===== src/rtl/sysid_pkg.sv =====
// Shared definitions for the extended system-identification slave.
// Contents: data width, word-address map, CAPS bit positions and a helper
// that assembles the CAPS word.
package sysid_pkg;

  localparam int SYSID_DW = 32;

  // Word-address map (address is a 3-bit word index)
  localparam logic [2:0] SYSID_ADDR_ID      = 3'd0;
  localparam logic [2:0] SYSID_ADDR_TS      = 3'd1;
  localparam logic [2:0] SYSID_ADDR_UP_LO   = 3'd2;
  localparam logic [2:0] SYSID_ADDR_UP_HI   = 3'd3;
  localparam logic [2:0] SYSID_ADDR_SCRATCH = 3'd4;
  localparam logic [2:0] SYSID_ADDR_CAPS    = 3'd5;

  // CAPS bit positions
  localparam int SYSID_CAPS_UPTIME_BIT = 0;
  localparam int SYSID_CAPS_LAT_LSB    = 4;

  function automatic logic [SYSID_DW-1:0] sysid_caps(input logic       uptime,
                                                     input logic [1:0] lat);
    logic [SYSID_DW-1:0] c;
    c = '0;
    c[SYSID_CAPS_UPTIME_BIT]                    = uptime;
    c[SYSID_CAPS_LAT_LSB+1:SYSID_CAPS_LAT_LSB] = lat;
    return c;
  endfunction

endpackage


===== src/rtl/sysid_rd_pipe.sv =====
// Read-return pipeline: DEPTH-stage valid/data shift register.
// Ports:
//   clock, reset_n : clock, async active-low reset (flushes all stages)
//   i_vld, i_data  : read accepted this cycle and its sampled data
//   o_vld, o_data  : registered return strobe/data, DEPTH cycles later
// Data stages carry 0 alongside an empty slot, so o_data is 0 whenever
// o_vld is 0 without any output gating.
module sysid_rd_pipe #(
  parameter int DEPTH = 1,
  parameter int DW    = 32
) (
  input  logic          clock,
  input  logic          reset_n,
  input  logic          i_vld,
  input  logic [DW-1:0] i_data,
  output logic          o_vld,
  output logic [DW-1:0] o_data
);

  logic [DEPTH-1:0]         r_vld_pipe;
  logic [DEPTH-1:0][DW-1:0] r_dat_pipe;

  always_ff @(posedge clock or negedge reset_n) begin
    if (!reset_n) begin
      r_vld_pipe <= '0;
      r_dat_pipe <= '0;
    end else begin
      r_vld_pipe[0] <= i_vld;
      r_dat_pipe[0] <= i_vld ? i_data : '0;
      for (int i = 1; i < DEPTH; i++) begin
        r_vld_pipe[i] <= r_vld_pipe[i-1];
        r_dat_pipe[i] <= r_dat_pipe[i-1];
      end
    end
  end

  assign o_vld  = r_vld_pipe[DEPTH-1];
  assign o_data = r_dat_pipe[DEPTH-1];

endmodule


===== src/rtl/nios_system_sysid_ext.sv =====
// Avalon-MM system-identification slave (no waitrequest, fixed read latency).
// Word map: 0 ID, 1 TIMESTAMP, 2 UPTIME_LO, 3 UPTIME_HI_SNAP, 4 SCRATCH (RW),
//           5 CAPS, 6-7 read 0.
// Ports: clock/reset_n (async active-low), address[2:0], read, write,
//        writedata[31:0], byteenable[3:0], readdata[31:0], readdatavalid.
// Build option: define SYSID_UPTIME_EN to build the 64-bit uptime counter
// and its high-word snapshot; otherwise words 2/3 read 0 and CAPS bit0=0.
module nios_system_sysid_ext
  import sysid_pkg::*;
#(
  parameter logic [31:0] SYSTEM_ID     = 32'h583E_4CC7,
  parameter logic [31:0] TIMESTAMP     = 32'd0,
  parameter int          READ_LATENCY  = 1,
  parameter logic [31:0] SCRATCH_RESET = 32'd0
) (
  input  logic                clock,
  input  logic                reset_n,
  input  logic [2:0]          address,
  input  logic                read,
  input  logic                write,
  input  logic [SYSID_DW-1:0] writedata,
  input  logic [3:0]          byteenable,
  output logic [SYSID_DW-1:0] readdata,
  output logic                readdatavalid
);

`ifdef SYSID_UPTIME_EN
  localparam logic UPTIME_PRESENT = 1'b1;
`else
  localparam logic UPTIME_PRESENT = 1'b0;
`endif

  localparam logic [1:0]          LAT2  = 2'(READ_LATENCY);
  localparam logic [SYSID_DW-1:0] CAPS  = sysid_caps(UPTIME_PRESENT, LAT2);

  logic [SYSID_DW-1:0] r_scratch;
  logic [SYSID_DW-1:0] w_up_lo;
  logic [SYSID_DW-1:0] w_up_snap;
  logic [SYSID_DW-1:0] w_rdata;

  // Scratch: per-byte writes; writes to any other word are silently dropped
  always_ff @(posedge clock or negedge reset_n) begin
    if (!reset_n) begin
      r_scratch <= SCRATCH_RESET;
    end else if (write && address == SYSID_ADDR_SCRATCH) begin
      for (int b = 0; b < 4; b++)
        if (byteenable[b]) r_scratch[8*b +: 8] <= writedata[8*b +: 8];
    end
  end

`ifdef SYSID_UPTIME_EN
  logic [63:0]         r_uptime;
  logic [SYSID_DW-1:0] r_snap;

  // Reading the low word latches the matching high word, so a following
  // word-3 read sees a consistent 64-bit value even across a carry.
  always_ff @(posedge clock or negedge reset_n) begin
    if (!reset_n) begin
      r_uptime <= '0;
      r_snap   <= '0;
    end else begin
      r_uptime <= r_uptime + 64'd1;
      if (read && address == SYSID_ADDR_UP_LO) r_snap <= r_uptime[63:32];
    end
  end

  assign w_up_lo   = r_uptime[31:0];
  assign w_up_snap = r_snap;
`else
  assign w_up_lo   = '0;
  assign w_up_snap = '0;
`endif

  // Read decode samples current state, so a simultaneous write to SCRATCH
  // returns the pre-write value.
  always_comb begin
    w_rdata = '0;
    case (address)
      SYSID_ADDR_ID:      w_rdata = SYSTEM_ID;
      SYSID_ADDR_TS:      w_rdata = TIMESTAMP;
      SYSID_ADDR_UP_LO:   w_rdata = w_up_lo;
      SYSID_ADDR_UP_HI:   w_rdata = w_up_snap;
      SYSID_ADDR_SCRATCH: w_rdata = r_scratch;
      SYSID_ADDR_CAPS:    w_rdata = CAPS;
      default:            w_rdata = '0;
    endcase
  end

  sysid_rd_pipe #(
    .DEPTH (READ_LATENCY),
    .DW    (SYSID_DW)
  ) u_rd_pipe (
    .clock   (clock),
    .reset_n (reset_n),
    .i_vld   (read),
    .i_data  (w_rdata),
    .o_vld   (readdatavalid),
    .o_data  (readdata)
  );

endmodule


===== config.mk =====
export PLATFORM = sky130hd
export DESIGN_NAME = nios_system_sysid_ext
export DESIGN_NICKNAME = d
export VERILOG_FILES = /design/src/rtl/sysid_pkg.sv /design/src/rtl/sysid_rd_pipe.sv /design/src/rtl/nios_system_sysid_ext.sv
export SDC_FILE = /design/constraint.sdc
export NUM_CORES = 1
export LEC_CHECK = 0
export CAP_MARGIN = 20
export CORE_MARGIN = 4
export CORE_UTILIZATION = 43
export DETAILED_ROUTE_END_ITERATION = 16
export HOLD_SLACK_MARGIN = 0.12
export PLACE_DENSITY = 0.86
export REMOVE_ABC_BUFFERS = 1
export SLEW_MARGIN = 25
export SYNTH_ARGS = -nofsm -noshare
export SYNTH_HDL_FRONTEND = slang
export SYNTH_HIERARCHICAL = 1
export SYNTH_SLANG_ARGS = --single-unit

===== constraint.sdc =====
create_clock -name clock -period 0.9 [get_ports clock]
set_clock_uncertainty 0.05 [all_clocks]
set_input_delay 0.135 -clock clock [delete_from_list [all_inputs] [get_ports clock]]
set_output_delay 0.135 -clock clock [all_outputs]
set_load 0.02 [all_outputs]

==> flow_summary_export.csv <==
group,metric,value,unit
run_status,status,"finished with violations",
run_status,violations,"setup timing",
global_routing,grt_use_met2,25.8,%
global_routing,gr-usage-met1,16.6,%
global_routing,grt_pass1_vias,1729,
synthesis,seq_area_frac_synth,59.0,%
finish,n_antenna_cell,0,
global_routing,grt_pass1_wl,8300,um
clocking,cts_root_buffer,"clkbuf_8",
global_routing,busiest_layer,"met2",
global_routing,grt_usage,15.0,%
synthesis,synth_area_leader_cell,"dfrtp_1",
global_routing,overflow,0,
finish,fill_cells,486,
synthesis,ys_seq_elements,65,
drt,firstDrtPassIters,4,
power,p_switching,1.74,mW
power,pwr-share-clk,34.2,%
power,report.power.total,7.21,mW
drt,ant_nets,0,
run,maxCapViolCount,0,
clocking,clkLatencyLatePin,350,ps
synthesis,ys_types,15,
sta,fmax,951,MHz
critical_path,cp_num_buf_inv,1,
drt,via_count,1674,
synthesis,synth-async-reset-ratio,100,%
power,netSwitchingFraction,24.2,%
sta,fin_crit_sh,117,%
drt,totalWireLength,5240,um
sta,slew_headroom,77.9,%
drt,drt_iter0_drc,40,
clocking,cts.clk_slew.worst_paths,70,ps
placed_design,place.gp.congestion,0.718,
finish,multiInputGateArea,1020,um2
critical_path,cp.arrival,870,ps
die,num_io_pins,76,
power,power.internal,5.47,mW
drt,post-route-drc-count,0,
synthesis,synthTopCellsByArea,"dfrtp_1, mux2_4, and2_2",
synthesis,synth.top_cells.by_count,"dfrtp_1, and2_2, mux2_4",
synthesis,yosysWarnings,6,
power,peakVddDrop,1.27,mV
critical_path,worstPathRequired,710,ps
synthesis,ys.flop_type,"dfrtp_1",
die,die-area,7760,um2
sta,setup_ws,-152,ps
clocking,cts_inserted_buffers,9,
worst_hold_path,min_path_type,"in -> reg",
finish,nNetsFinal,326,
critical_path,critical_path_class,"reg -> out",
sta,worst_slew_pin_slew,331,ps
die,die_x,88.1,um
power,pwr-share-seq,48.8,%
critical_path,path_cells,"buf_6",
clocking,cts_max_level,3,
critical_path,critPathTopFamily,"flip-flops",
global_routing,antenna_found_initial,0,
die,start_util,45.5,%
critical_path,slowest_stage,"dfrtp_1",
synthesis,synth_enable_flop_cells,0,
die,num_rows,28,
clocking,cts_tree,"yes",
placed_design,place_hpwl,3830,um
power,power.share.combinational,17.1,%
critical_path,cp-end-kind,"output port",
power,p_per_area,1840,nW/um2
placed_design,port_buffers,75,
critical_path,worst-r2r-setup-slack,30,ps
critical_path,cp_max_fo,1,
critical_path,slowest_delay,390,ps
synthesis,synth.avg_cell_area,14.1,um2
drt,vias_per_cell,4.61,
sta,hold_viol_final,0,
synthesis,synth_top_area_share,59.0,%
synthesis,synth.most_common_cell,"dfrtp_1",
drt,wl_per_cell,14.4,um
finish,regArea,1630,um2
placed_design,pre_cts_ws,-784,ps
sta,layout_min_cycle_time,1050,ps
sta,drv_slew,0,
global_routing,grtUsageMet3,3.76,%
synthesis,synth_cells,195,
sta,grt_setup_unrepaired,"yes",
clocking,cts_buffer_depth,2,
critical_path,startpoint_type,"flop",
clocking,clock-sinks,65,
power,leakagePower,1.99,nW
die,coreArea,6060,um2
synthesis,syn_area,2760,um2
die,die_y,88.1,um
global_routing,grt_max_degree,66,
sta,setup_viol,65,
finish,drive_gt1_share,46.5,%
finish,area_growth_syn_to_layout,42.2,%
cells by family (layout without fill, tap and decap cells):
logic type             after synthesis  in the layout  synth area share, %
and+or+nand+nor                     57             57                 16.5
DFF                                 65             65                 59.0
buffers and inverters               25            118                 4.26
muxes                               32             32                 17.4
AOI/OAI and AO/OA                   16             16                 2.90
placed cells by master (no fill, tap or decap):
master            n
buf_6            36
clkinvlp_4        2
and2_1           15
mux2_4           32
a21oi_1          16
nor2_2            1
clkbuf_2          1
nor2_1            2
bufinv_16         1
buf_2             2
and2_4            2
buf_4             5
and2_2           30
nand2b_1          1
clkdlybuf4s50_1  35
clkbuf_8         10
or2_4             1
clkinv_2          2
buf_12            4
dlygate4sd3_1     1
and4bb_4          1
inv_1            16
dlymetal6s2s_1    2
clkbuf_1          1
nand2_8           4
dfrtp_1          65
per-stage QoR:
step	instance area, um2	hold slack (ps)	setup TNS [ps]	cells	util [%]
2_1_floorplan	2700	-211	-11380	186	-
3_3_place_gp	3660	114	-51780	345	60.4
3_5_place_dp	3660	124	-52780	345	60.4
4_1_cts	3910	214	-5860	363	64.5
5_1_grt	3920	223	-6800	363	64.7
6_report	3920	218	-5590	363	64.7
area by class of cell:
class / count / share of cell area [%]
Tap cell: 75 / 2.39
Inverter: 16 / 1.53
Sequential cell: 65 / 41.5
Clock inverter: 5 / 1.40
Clock buffer: 11 / 3.60
Timing Repair Buffer: 86 / 23.5
Multi-Input combinational cell: 105 / 26.1
final timing paths:
check / from / to / cells after the start
min in group asynchronous: reset_n / r_scratch[27]$_DFFE_PN0P_ / 3
worst min register to register: r_scratch[31]$_DFFE_PN0P_ / r_scratch[31]$_DFFE_PN0P_ / 1
worst max register to register: r_scratch[15]$_DFFE_PN0P_ / u_rd_pipe/o_data[15]$_DFF_PN0_ / 2
worst min-delay path: byteenable[0] / r_scratch[7]$_DFFE_PN0P_ / 3
max in group asynchronous: reset_n / r_scratch[8]$_DFFE_PN0P_ / 3
worst max-delay path: u_rd_pipe/o_data[10]$_DFF_PN0_ / readdata[10] / 1
layer usage:
metal	vias up	part of all wire (%)
met1	810	40
met3	13	6.4
met2	54	51
met5	-	0
met4	0	2.9
li1	797	-
registers in the layout, indices dropped and copies added (netlist names):
register,count
u_rd_pipe/o_data,32
u_rd_pipe/o_vld,1
r_scratch,32
power groups by stage:
stage / Clock, mW / Sequential, mW / Combinational [mW]
3_3_place_gp: 0 / 3.54 / 1.18
4_1_cts: 2.50 / 3.52 / 1.24
6_report: 2.47 / 3.52 / 1.23
2_1_floorplan: 0 / 3.55 / 0.662
3_5_place_dp: 0 / 3.56 / 1.22
5_1_grt: 2.64 / 3.56 / 1.33
what timing repair did:
action	in CTS	in global routing
hold buffers	1	0
hold endpoints to repair	65	0
pin swaps	2	2
resized for setup	215	8
setup endpoints to repair	97	67
buffers inserted	1	0
Power figures use the tool's default switching activity.
